$ cat config.mk
export PLATFORM = sky130hd
export DESIGN_NAME = peak_scan_ctrl
export DESIGN_NICKNAME = d
export VERILOG_FILES = /design/src/rtl/peak_scan_pkg.sv /design/src/rtl/peak_scan_ctrl.sv
export SDC_FILE = /design/constraint.sdc
export NUM_CORES = 1
export LEC_CHECK = 0
export BUFFER_PORTS_ARGS = -buffer_cell sky130_fd_sc_hd__buf_2
export CAP_MARGIN = 20
export CORE_MARGIN = 4
export CORE_UTILIZATION = 35
export CTS_CLUSTER_SIZE = 20
export DETAILED_ROUTE_END_ITERATION = 10
export GPL_TIMING_DRIVEN = 0
export PLACE_DENSITY = 0.63
export SYNTH_ARGS = -nofsm -noshare
export SYNTH_HDL_FRONTEND = slang
export SYNTH_SLANG_ARGS = --single-unit
$ cat constraint.sdc
create_clock -name clk_in -period 2.9 [get_ports clk_in]
set_input_delay 0.29 -clock clk_in [delete_from_list [all_inputs] [get_ports clk_in]]
set_output_delay 0.29 -clock clk_in [all_outputs]
set_load 0.005 [all_outputs]
$ cat src/rtl/peak_scan_pkg.sv
// Shared types and widths for the line peak-scan controller.
// Imported by the controller and by anything sitting beside it.
package peak_scan_pkg;

  localparam int unsigned POS_W  = 9;
  localparam int unsigned DATA_W = 8;
  localparam int unsigned IDLE_W = 16;

  localparam int unsigned PIXEL_COUNT_DEF = 512;
  localparam int unsigned TIMEOUT_DEF     = 1000;

  typedef enum logic [2:0] {
    S_IDLE,
    S_CLEAR,
    S_SCAN,
    S_SETTLE,
    S_HOLD
  } state_e;

endpackage

$ cat src/rtl/peak_scan_ctrl.sv
// Line scan sequencer: clears the external peak finder, streams one line
// of pixels into it, then latches and holds the peak result.
module peak_scan_ctrl
  import peak_scan_pkg::*;
#(
  parameter int unsigned PIXEL_COUNT = PIXEL_COUNT_DEF,
  parameter int unsigned TIMEOUT     = TIMEOUT_DEF
) (
  input  logic              clk_in,
  input  logic              rst,
  input  logic              trig,
  input  logic [DATA_W-1:0] threshold,
  input  logic              pix_valid,
  input  logic [DATA_W-1:0] pix_data,
  output logic              mf_start,
  output logic              mf_valid,
  output logic [DATA_W-1:0] mf_data,
  output logic [POS_W-1:0]  mf_pos,
  input  logic [POS_W-1:0]  mf_max_pos,
  input  logic [DATA_W-1:0] mf_max_value,
  output logic              busy,
  output logic              res_valid,
  input  logic              res_ready,
  output logic [POS_W-1:0]  res_pos,
  output logic [DATA_W-1:0] res_value,
  output logic              res_found,
  output logic              res_timeout,
  output logic [7:0]        trig_miss
);

  localparam logic [POS_W-1:0]  LAST_POS = POS_W'(PIXEL_COUNT - 1);
  localparam logic [IDLE_W-1:0] IDLE_LIM = IDLE_W'(TIMEOUT - 1);

  state_e              state_q, state_d;
  logic [POS_W-1:0]    cnt_q, cnt_d;
  logic [IDLE_W-1:0]   idle_q, idle_d;
  logic                abort_q, abort_d;
  logic [DATA_W-1:0]   thr_q, thr_d;
  logic [7:0]          miss_q, miss_d;
  logic [POS_W-1:0]    rpos_q, rpos_d;
  logic [DATA_W-1:0]   rval_q, rval_d;
  logic                rfound_q, rfound_d;
  logic                rto_q, rto_d;

  always_ff @(posedge clk_in) begin
    if (rst) begin
      state_q  <= S_IDLE;
      cnt_q    <= '0;
      idle_q   <= '0;
      abort_q  <= 1'b0;
      thr_q    <= '0;
      miss_q   <= '0;
      rpos_q   <= '0;
      rval_q   <= '0;
      rfound_q <= 1'b0;
      rto_q    <= 1'b0;
    end else begin
      state_q  <= state_d;
      cnt_q    <= cnt_d;
      idle_q   <= idle_d;
      abort_q  <= abort_d;
      thr_q    <= thr_d;
      miss_q   <= miss_d;
      rpos_q   <= rpos_d;
      rval_q   <= rval_d;
      rfound_q <= rfound_d;
      rto_q    <= rto_d;
    end
  end

  always_comb begin
    state_d  = state_q;
    cnt_d    = cnt_q;
    idle_d   = idle_q;
    abort_d  = abort_q;
    thr_d    = thr_q;
    miss_d   = miss_q;
    rpos_d   = rpos_q;
    rval_d   = rval_q;
    rfound_d = rfound_q;
    rto_d    = rto_q;
    mf_start = 1'b0;
    mf_valid = 1'b0;
    mf_data  = '0;
    mf_pos   = '0;

    // Any trigger outside IDLE is lost; count it, pinned at 255.
    if (trig && state_q != S_IDLE && miss_q != 8'hFF)
      miss_d = miss_q + 8'd1;

    unique case (state_q)
      S_IDLE: begin
        if (trig) begin
          thr_d   = threshold;
          state_d = S_CLEAR;
        end
      end
      S_CLEAR: begin
        mf_start = 1'b1;
        cnt_d    = '0;
        idle_d   = '0;
        state_d  = S_SCAN;
      end
      S_SCAN: begin
        mf_valid = pix_valid;
        mf_data  = pix_data;
        mf_pos   = cnt_q;
        if (pix_valid) begin
          idle_d = '0;
          if (cnt_q == LAST_POS)
            state_d = S_SETTLE;
          else
            cnt_d = cnt_q + POS_W'(1);
        end else if (idle_q == IDLE_LIM) begin
          abort_d = 1'b1;
          state_d = S_SETTLE;
        end else begin
          idle_d = idle_q + IDLE_W'(1);
        end
      end
      S_SETTLE: begin
        rpos_d   = mf_max_pos;
        rval_d   = mf_max_value;
        rto_d    = abort_q;
        rfound_d = (mf_max_value >= thr_q) &&
                   (mf_max_value != '0) && !abort_q;
        state_d  = S_HOLD;
      end
      S_HOLD: begin
        if (res_ready) begin
          abort_d = 1'b0;
          state_d = S_IDLE;
        end
      end
      default: state_d = S_IDLE;
    endcase
  end

  assign busy        = (state_q != S_IDLE);
  assign res_valid   = (state_q == S_HOLD);
  assign res_pos     = rpos_q;
  assign res_value   = rval_q;
  assign res_found   = rfound_q;
  assign res_timeout = rto_q;
  assign trig_miss   = miss_q;

endmodule

==> metrics.cfg, run 1 <==
[outcome]
status = completed

[clocking]
numCtsBuffers = 9
path_clk_slew_ns = 0.07
cts-resized-gates = 0
cts.sinks = 64
root_buffer = clkbuf_8
h-tree-depth = 3
cts_tree = built
cts_setup_buffers = 0
cts_buffer_depth = 2
worstSkewPairLatency_ns = 0.34
ctsHoldBuffers = 0

[floorplan]
die_area_um2 = 10500
rows = 34
die_h_um = 103
die_w_um = 103
core_um2 = 8720
ios = 86
start_util_pct = 35.9

[cells_and_area]
design_area_um2 = 3900
final_cells = 592
areaGrowthSynthToFinish_pct = 24.4
n_fill_cell = 894
drive_gt1_share_pct = 23.8
postLayoutCoreUtil_pct = 44.7
diodes = 0
final_nets = 530

[synthesis]
netlist_instances = 384
synth-seq-cells = 64
synth_fp_nets = 434
synth-edff-count = 0
yosysTopAreaCell = dfxtp_1
synthFlopType = dfxtp_1
synth_area_um2 = 3130
avgSynthCellArea_um2 = 8.16
synth_top_area_share_pct = 40.9
synth.area.top_cells = dfxtp_1 (41%), nand2_1 (7.8%), a21oi_1 (5.6%)
async_flop_share_pct = 0
synth_commonest_cells = nand2_1 (65), dfxtp_1 (64), nor2_1 (37), a21oi_1 (35), and3_1 (19)
yosys.cell_count.top_type = nand2_1
synth_cell_type_count = 47
yosysWarnings = 0
yosysSeqAreaShare_pct = 40.9

[worst_setup_path]
path_max_fanout = 10
worst-setup-path-type = register to register
cp.required_ns = 3.13
worstPathArrival_ns = 2.56
crit_path_start_kind = register
crit_path_end_kind = register

[timing]
relSlewSlack_pct = 49.4
rsz0062_at_grt = false
finalHoldViolations = 0
fin_hold_ws_ns = 0.184
fmax_ghz = 0.428
fin_skew_ns = 0.00513
finalSetupTns_ns = 0
setup_viol = 0
fin_ws_ns = 0.563
period_needed_ns = 2.34
finalCritPeriodShare_pct = 80.6
slew_viol_final = 0
worst_pin_slew_ns = 0.756

[place]
place_area_um2 = 3690
port_buffers = 85
place_ws_ns = 0.592
gp_congestion = 0.793
dp.cells = 577
hpwl_mm = 5.95

[pwr]
peakVddDrop_uv = 201
finalPower_mw = 2.08
pwr_density_cell_nw_per_um2 = 534
p_leak_nw = 1.67

[job]
max-cap-violations = 0

[route]
ant_nets = 0
drtPass1Iterations = 6
viasPerCell = 4.91
vias = 2908
post-route-drc-count = 0
detail_route.wl_per_cell_um = 13.1
routed_wl_mm = 7.73
drt_iter0_markers = 72

[global_routing]
grt_pass1_wl_mm = 13.2
first_global_vias = 2857
grt_usage_pct = 15.7
grt_overflow = 0
grt_start_max_net_pins = 11
antenna_found_initial = 0

[worst_hold_path]
hp-class = primary input to register

==> final timing paths <==
path	start	end	slack, ns	cells after the start
worst max-delay path	cnt_q[3]$_SDFFE_PP0P_	cnt_q[4]$_SDFFE_PP0P_	0.56	10
worst min-delay path	mf_max_pos[6]	res_pos[6]$_SDFFE_PP0P_	0.18	3
worst max register to register	cnt_q[3]$_SDFFE_PP0P_	cnt_q[4]$_SDFFE_PP0P_	0.56	10
worst min register to register	res_pos[6]$_SDFFE_PP0P_	res_pos[6]$_SDFFE_PP0P_	0.45	2
==> registers in the layout, summed over array words and instances, names as in the netlist <==
register and flops:
idle_q 16, cnt_q 9, res_pos 9, res_value 8
thr_q 8, trig_miss 8, state_q 3, abort_q 1
res_found 1, res_timeout 1
==> layout make-up <==
cell class / instances / area, um2 / share of cell area (%)
clock buffer: 12 / 165 / 4.23
tap: 108 / 135 / 3.46
timing repair buffer: 85 / 425 / 10.9
sequential: 64 / 1280 / 32.9
buffer: 21 / 98.8 / 2.53
multi-input combinational: 283 / 1690 / 43.4
inverter: 16 / 60.1 / 1.54
clock inverter: 3 / 40.0 / 1.03
==> per-layer routing <==
layer / track usage (%) / routed length (um)
met5: 0 / 0
met4: 6.46 / 115
met3: 4.19 / 390
met2: 25.4 / 3650
met1: 19.8 / 3570
==> cells in the final DEF (no fill, tap or decap), types with 3 or more instances in the layout <==
| cell type | count |
|---|---|
| nor2_1 | 37 |
| and2_1 | 4 |
| inv_1 | 16 |
| nand4_1 | 5 |
| nor4_1 | 3 |
| clkbuf_8 | 12 |
| nor4_4 | 3 |
| xnor2_1 | 16 |
| ha_1 | 12 |
| or3_1 | 4 |
| dfxtp_1 | 64 |
| nor3_1 | 11 |
| or2_2 | 3 |
| nand2_1 | 65 |
| clkbuf_1 | 17 |
| xor2_1 | 7 |
| nand2b_1 | 6 |
| nand3_1 | 14 |
| and3_1 | 19 |
| buf_2 | 86 |
| a21oi_1 | 35 |
| a211oi_1 | 4 |
| o21ai_0 | 4 |
==> cell families after synthesis <==
kind of cell    synth area share, %
compound gates                 10.5
xor+xnor                       6.95
fa+ha+maj                      4.79
buf+inv                        5.07
flops                          40.9
mux                           0.998
simple gates                   30.8
==> critical path, stage by stage, from the launching register on <==
cell and delay [ns]:
dfxtp_1 0.34, and3_1 0.18, and2_1 0.18, and4_1 0.21, ha_1 0.19, nand4bb_1 0.18, a21oi_1 0.22, clkbuf_1 0.35
nand4_1 0.18, xor2_1 0.16, nor2_1 0.05
==> where the power goes <==
group | total, mW | leakage [nW] | internal, mW | switching [mW]
Combinational | 0.362 | 1.05 | 0.145 | 0.217
Sequential | 0.937 | 0.518 | 0.914 | 0.0222
Clock | 0.783 | 0.108 | 0.460 | 0.324
Total | 2.08 | 1.67 | 1.52 | 0.563
Power figures use the tool's default switching activity.
==> run 2: changes to the inputs <==
ABC_AREA = 1   (was not set)
PLACE_DENSITY = 0.62   (was 0.63)
clock period = 2.3 ns   (was 2.9 ns; I/O delays follow)
==> run 2 against run 1 <==
Against the previous run: count of clock-buffer cells in the layout decreased by 2; synthesized cell count increased by 35%; clock skew increased by 0.0027 ns; worst setup slack got worse by 0.25 ns; sequential cell count unchanged; power increased by 54%; routed wire length increased by 21%; clock power increased by 58%; critical endpoint is now mf_data[4]; highest routed layer unchanged.
==> metrics.cfg, run 2 <==
[cells_and_area]
mostFrequentLayoutCells = buf_2 (94), nor2_1 (91), nand2_1 (82)
postLayoutCoreUtil_pct = 44.6  ; -0.084 points
design_area_um2 = 4360  ; +12%
final_cells = 750  ; +27%
largest_reg_flops = 16  ; unchanged
areaGrowthSynthToFinish_pct = 23.8
top_register = idle_q
diodes = 0  ; unchanged
final_common_cell = buf_2
final_nets = 662  ; +25%
drive_gt1_share_pct = 24.0  ; +0.23 points

[route]
drtPass1Iterations = 5  ; -1
vias = 3532  ; +21%
routed_wl_mm = 9.38  ; +21%
post-route-drc-count = 0  ; unchanged
drt_iter0_markers = 232  ; +220%
ant_nets = 0  ; unchanged
detail_route.wl_per_cell_um = 12.5  ; -4.2%
viasPerCell = 4.71  ; -4.1%

[place]
place_area_um2 = 4110  ; +11%
gp_congestion = 0.901  ; +14%
dp.cells = 734  ; +27%
port_buffers = 84  ; -1.2%
hpwl_mm = 7.13  ; +20%

[timing]
relSlewSlack_pct = 56.9  ; +7.5 points
period_needed_ns = 1.99
worst_pin_slew_ns = 0.647  ; -0.109 ns
fmax_ghz = 0.503
slew_viol_final = 0  ; unchanged
finalCritPeriodShare_pct = 86.5
fin_skew_ns = 0.00784  ; +0.00271 ns
fin_hold_ws_ns = 0.138  ; -0.0455 ns
finalSetupTns_ns = 0  ; unchanged
setup_viol = 0  ; unchanged
rsz0062_at_grt = false
finalHoldViolations = 0  ; unchanged

[synthesis]
avgSynthCellArea_um2 = 6.82  ; -17%
netlist_instances = 517  ; +35%
yosysTopAreaCell = dfxtp_1
synthSimpleGateAreaFrac_pct = 33.4  ; +2.6 points
yosysWarnings = 0  ; unchanged
synthAdderAreaFrac_pct = 4.26  ; -0.53 points
synthXorXnorAreaFrac_pct = 1.24  ; -5.7 points
synth_compound_area_share_pct = 13.8  ; +3.3 points
synth-seq-cells = 64  ; unchanged
synth_mux_area_share_pct = 0  ; -1.0 points
synth_area_um2 = 3520  ; +12%
synth-edff-count = 0  ; unchanged
synth.area.top_cells = dfxtp_1 (36%), nor2_1 (9.7%), nand2_1 (8.7%)
synth_cell_type_count = 37  ; -21%
synth_top_family_by_area = simple AND/OR/NAND/NOR gates
async_flop_share_pct = 0  ; unchanged
yosysSeqAreaShare_pct = 36.4  ; -4.5 points
synthFlopType = dfxtp_1
yosys.cell_count.top_type = nor2_1
synth_fp_nets = 567  ; +31%
synth_commonest_cells = nor2_1 (91), nand2_1 (82), dfxtp_1 (64), inv_1 (63)
synth_top_area_share_pct = 36.4  ; -4.5 points

[worst_hold_path]
hp-start = mf_max_pos[1]
holdPathStages = 3  ; unchanged
min_to = res_pos[1]$_SDFFE_PP0P_
hp-class = primary input to register

[worst_setup_path]
r2r-start = cnt_q[0]$_SDFFE_PP0P_
path_max_fanout = 10  ; unchanged
cp.required_ns = 2.07  ; -1.06 ns
worst-setup-path-type = register to output pin
crit_path_end_kind = output pin
r2r-end = cnt_q[3]$_SDFFE_PP0P_
worstPathArrival_ns = 1.76  ; -0.80 ns
reg2reg_depth = 10  ; unchanged
crit_path_start_kind = register
ff2ff_setup_slack_ns = 0.41  ; -0.15 ns

[job]
max-cap-violations = 0  ; unchanged

[clocking]
ctsHoldBuffers = 0  ; unchanged
numCtsBuffers = 9  ; unchanged
cts_tree = built
cts.sinks = 64  ; unchanged
h-tree-depth = 3  ; unchanged
path_clk_slew_ns = 0.08  ; about the same
worstSkewPairLatency_ns = 0.35  ; about the same
cts_setup_buffers = 0  ; unchanged
cts_buffer_depth = 2  ; unchanged
cts-resized-gates = 0  ; unchanged
root_buffer = clkbuf_8

[floorplan]
die_w_um = 108  ; +5.6%
die_h_um = 108  ; +5.6%
core_um2 = 9770  ; +12%
rows = 36  ; +5.9%
start_util_pct = 36.0  ; +0.11 points
ios = 86  ; unchanged
die_area_um2 = 11700  ; +11%

[global_routing]
first_global_vias = 3348  ; +17%
antenna_found_initial = 0  ; unchanged
grt_pass1_wl_mm = 15.6  ; +18%
grt_overflow = 0  ; unchanged
grt_usage_pct = 16.6  ; +0.89 points
grt_start_max_net_pins = 13  ; +2

[pwr]
p_leak_nw = 1.97  ; +18%
peakVddDrop_uv = 298  ; +48%
pwr_density_cell_nw_per_um2 = 735  ; +38%

[outcome]
status = completed

[run 2: worst max-delay path: stages (launching register included)]
cell and delay (ns):
dfxtp_1 0.43, inv_2 0.07, nand2_4 0.10, nor2_8 0.06, inv_2 0.09, buf_2 0.23
buf_2 0.23, nor2_1 0.06, buf_2 0.12
[run 2: worst max path at each step]
stage                     slack, ns  depth (start not counted)               endpoint                    start
after floorplan                0.71                         10  cnt_q[3]$_SDFFE_PP0P_    cnt_q[0]$_SDFFE_PP0P_
after global placement         0.49                         10  cnt_q[3]$_SDFFE_PP0P_    cnt_q[0]$_SDFFE_PP0P_
after detailed placement       0.45                         10  cnt_q[3]$_SDFFE_PP0P_    cnt_q[0]$_SDFFE_PP0P_
after CTS                      0.28                          8             mf_data[5]  state_q[0]$_SDFFE_PP0P_
after global routing           0.11                          9  cnt_q[0]$_SDFFE_PP0P_    cnt_q[0]$_SDFFE_PP0P_
final                          0.31                          8             mf_data[4]  state_q[0]$_SDFFE_PP0P_
[run 2: layout make-up]
type,count,area (um2)
sequential,64,1280
clock buffer,10,138
timing repair buffer,84,420
inverter,73,274
buffer,20,111
fill,1040,5410
clock inverter,6,115
tap,133,166
multi-input combinational,360,1860
[run 2: logic make-up (layout without fill, tap and decap cells)]
kind of cell / after synthesis / in the layout
xor gates and xnor gates: 5 / 5
and+or+nand+nor: 254 / 254
DFF: 64 / 64
adders and majority gates: 12 / 12
buffers and inverters: 93 / 193
AOI/OAI and AO/OA: 89 / 89
[run 2: through the flow]
stage / total power, mW / setup slack [ns]
after floorplan: 1.75 / 0.715
after global placement: 1.99 / 0.489
after detailed placement: 2.00 / 0.454
after CTS: 3.24 / 0.285
after global routing: 3.40 / 0.110
final: 3.21 / 0.312
[run 2: where the power goes]
part	internal [mW]	leakage (nW)	switching, mW
sequential	1.19	0.519	0.0560
combinational	0.268	1.32	0.457
clock	0.755	0.123	0.481
total	2.22	1.97	0.993
[run 2: layer usage]
layer  GRT usage, %  up-vias  wire length [um]  share of wire, %
met1           21.2     1566              4230                45
met2           27.3       96              4350                46
met5              0        -                 0                 0
li1               -     1851                 -                 -
met3           4.06       19               579               6.2
met4           5.86        0               221               2.4
==> run 3: changes to the inputs <==
BUFFER_PORTS_ARGS = not set   (was -buffer_cell sky130_fd_sc_hd__buf_2)
DONT_BUFFER_PORTS = 1   (was not set)
PLACE_DENSITY = 0.55   (was 0.62)
==> run 3 against run 2 <==
Against the previous run: combinational power down 14%; worst setup slack better by 0.080 ns; routed wire length shrank 4.3%; clock power down 11%; count of clock-buffer cells in the layout down 1; die area unchanged; first-iteration DRC count fell by 23%; critical path depth fell by 2; via count shrank 7.3%; cell area down 10%; sequential cell count unchanged; power fell by 7.2%; critical endpoint is now mf_pos[5]; largest cell class unchanged.
==> metrics.cfg, run 3 (synthesized netlist as in run 2, its figures left out) <==
[floorplan]
die_h_um = 108  ; unchanged
die_w_um = 108  ; unchanged
rows = 36  ; unchanged
ios = 86  ; unchanged
start_util_pct = 36.0  ; unchanged
die_area_um2 = 11700  ; unchanged
core_um2 = 9770  ; unchanged

[timing]
fin_ws_ns = 0.391  ; +0.0796 ns
slew_viol_final = 0  ; unchanged
fin_hold_ws_ns = 0.0537  ; -0.0846 ns
fin_skew_ns = 0.0139  ; +0.00602 ns
relSlewSlack_pct = 57.3  ; +0.43 points
rsz0062_at_grt = false
period_needed_ns = 1.91  ; -0.0796 ns
worst_pin_slew_ns = 0.641  ; -0.00644 ns
finalSetupTns_ns = 0  ; unchanged
fmax_ghz = 0.524  ; +4.2%
setup_viol = 0  ; unchanged
finalHoldViolations = 0  ; unchanged
finalCritPeriodShare_pct = 83.0  ; -3.5 points

[worst_setup_path]
cp.required_ns = 2.07  ; about the same
worstPathArrival_ns = 1.68  ; -0.08 ns
crit_path_end_kind = output pin
path_max_fanout = 10  ; unchanged
ff2ff_setup_slack_ns = 0.48  ; +0.07 ns
crit_path_start_kind = register
worst-setup-path-type = register to output pin

[cells_and_area]
n_fill_cell = 1074  ; +3.3%
areaGrowthSynthToFinish_pct = 11.1
largest_reg_flops = 16  ; unchanged
final_common_cell = nor2_1
mostFrequentLayoutCells = nor2_1 (91), nand2_1 (82), dfxtp_1 (64)
diodes = 0  ; unchanged
drive_gt1_share_pct = 12.0  ; -12 points
design_area_um2 = 3910  ; -10%
top_register = idle_q
final_nets = 578  ; -13%
final_cells = 666  ; -11%

[pwr]
pwr_density_cell_nw_per_um2 = 761  ; +3.5%
peakVddDrop_uv = 451  ; +52%
pwr-share-comb_pct = 20.9  ; -1.7 points
p_switching_uw = 954  ; -4.0%
seq_power_share_pct = 42.2  ; +3.3 points
p_sw_share_pct = 32.0  ; +1.1 points
internal_power_mw = 2.02  ; -8.6%
p_clk_share_pct = 36.9  ; -1.6 points
p_leak_nw = 1.55  ; -21%

[clocking]
numCtsBuffers = 9  ; unchanged
ctsHoldBuffers = 0  ; unchanged
root_buffer = clkbuf_8
path_clk_slew_ns = 0.08  ; about the same
worstSkewPairLatency_ns = 0.34  ; about the same
cts.sinks = 64  ; unchanged
cts_setup_buffers = 0  ; unchanged
cts-resized-gates = 0  ; unchanged
cts_buffer_depth = 2  ; unchanged
cts_tree = built
h-tree-depth = 3  ; unchanged

[route]
post-route-drc-count = 0  ; unchanged
vias = 3275  ; -7.3%
viasPerCell = 4.92  ; +4.4%
ant_nets = 0  ; unchanged
drtPass1Iterations = 4  ; -1
detail_route.wl_per_cell_um = 13.5  ; +7.7%
drt_iter0_markers = 179  ; -23%
routed_wl_mm = 8.98  ; -4.3%

[place]
gp_congestion = 0.896  ; -0.53%
port_buffers = 0  ; -100%
place_area_um2 = 3690  ; -10%
dp.cells = 650  ; -11%
place_ws_ns = 0.457  ; +0.00260 ns
hpwl_mm = 6.99  ; -2.0%

[global_routing]
first_global_vias = 3141  ; -6.2%
grt_pass1_wl_mm = 14.7  ; -6.1%
grt_overflow = 0  ; unchanged
grt_start_max_net_pins = 14  ; +1
antenna_found_initial = 0  ; unchanged
grt_usage_pct = 15.5  ; -1.1 points

[job]
max-cap-violations = 0  ; unchanged

[outcome]
status = completed

[worst_hold_path]
hp-class = primary input to register

## run 3: changes by cell type in the layout (fill, tap and decap cells not counted), sizes merged
cell / change
clkinvlp: -1
inv: +3
buf: -84
bufinv: -1
clkbuf: -1
## run 3: power by group through the flow
stage | Clock, mW | Combinational [mW] | Sequential (mW)
after global routing | 1.18 | 0.713 | 1.27
final | 1.10 | 0.623 | 1.26
after detailed placement | 0 | 0.633 | 1.29
after CTS | 1.14 | 0.635 | 1.26
after floorplan | 0 | 0.487 | 1.27
after global placement | 0 | 0.621 | 1.28
## run 3: cell type report
| cell class | instances | area [um2] | share of cell area, % |
|---|---|---|---|
| Inverter | 73 | 274 | 7.00 |
| Tap cell | 133 | 166 | 4.25 |
| Clock buffer | 9 | 124 | 3.16 |
| Clock inverter | 7 | 100 | 2.56 |
| Sequential cell | 64 | 1280 | 32.7 |
| Multi-Input combinational cell | 360 | 1860 | 47.4 |
| Buffer | 20 | 111 | 2.85 |
## run 3: path summary, 6_finish.rpt
| path | cells after the start | from | endpoint |
|---|---|---|---|
| worst max-delay path | 6 | state_q[1]$_SDFFE_PP0P_ | mf_pos[5] |
| worst min-delay path | 2 | mf_max_pos[8] | res_pos[8]$_SDFFE_PP0P_ |
| worst max register to register | 10 | cnt_q[0]$_SDFFE_PP0P_ | cnt_q[3]$_SDFFE_PP0P_ |
| worst min register to register | 2 | thr_q[2]$_SDFFE_PP0P_ | thr_q[2]$_SDFFE_PP0P_ |
## run 3: layer usage
metal  vias up  global-route usage [%]  wire [um]
li1       1686                       -          -
met1      1498                    18.7       4060
met2        80                    25.6       4200
met3        11                    4.42        544
met4         0                    7.21        165
met5         -                       0          0
## run 3: stage by stage
step	power [mW]	utilization, %
floorplan	1.75	-
global placement	1.91	37.7
detailed placement	1.92	37.7
CTS	3.03	40.0
global route	3.16	40.0
finish	2.98	40.0
## run 3: worst max-delay path: stages, from the launching register on
cell	delay [ns]
dfxtp_1	0.41
inv_2	0.13
nor2_8	0.19
inv_2	0.08
buf_2	0.19
buf_2	0.19
nor2_1	0.14
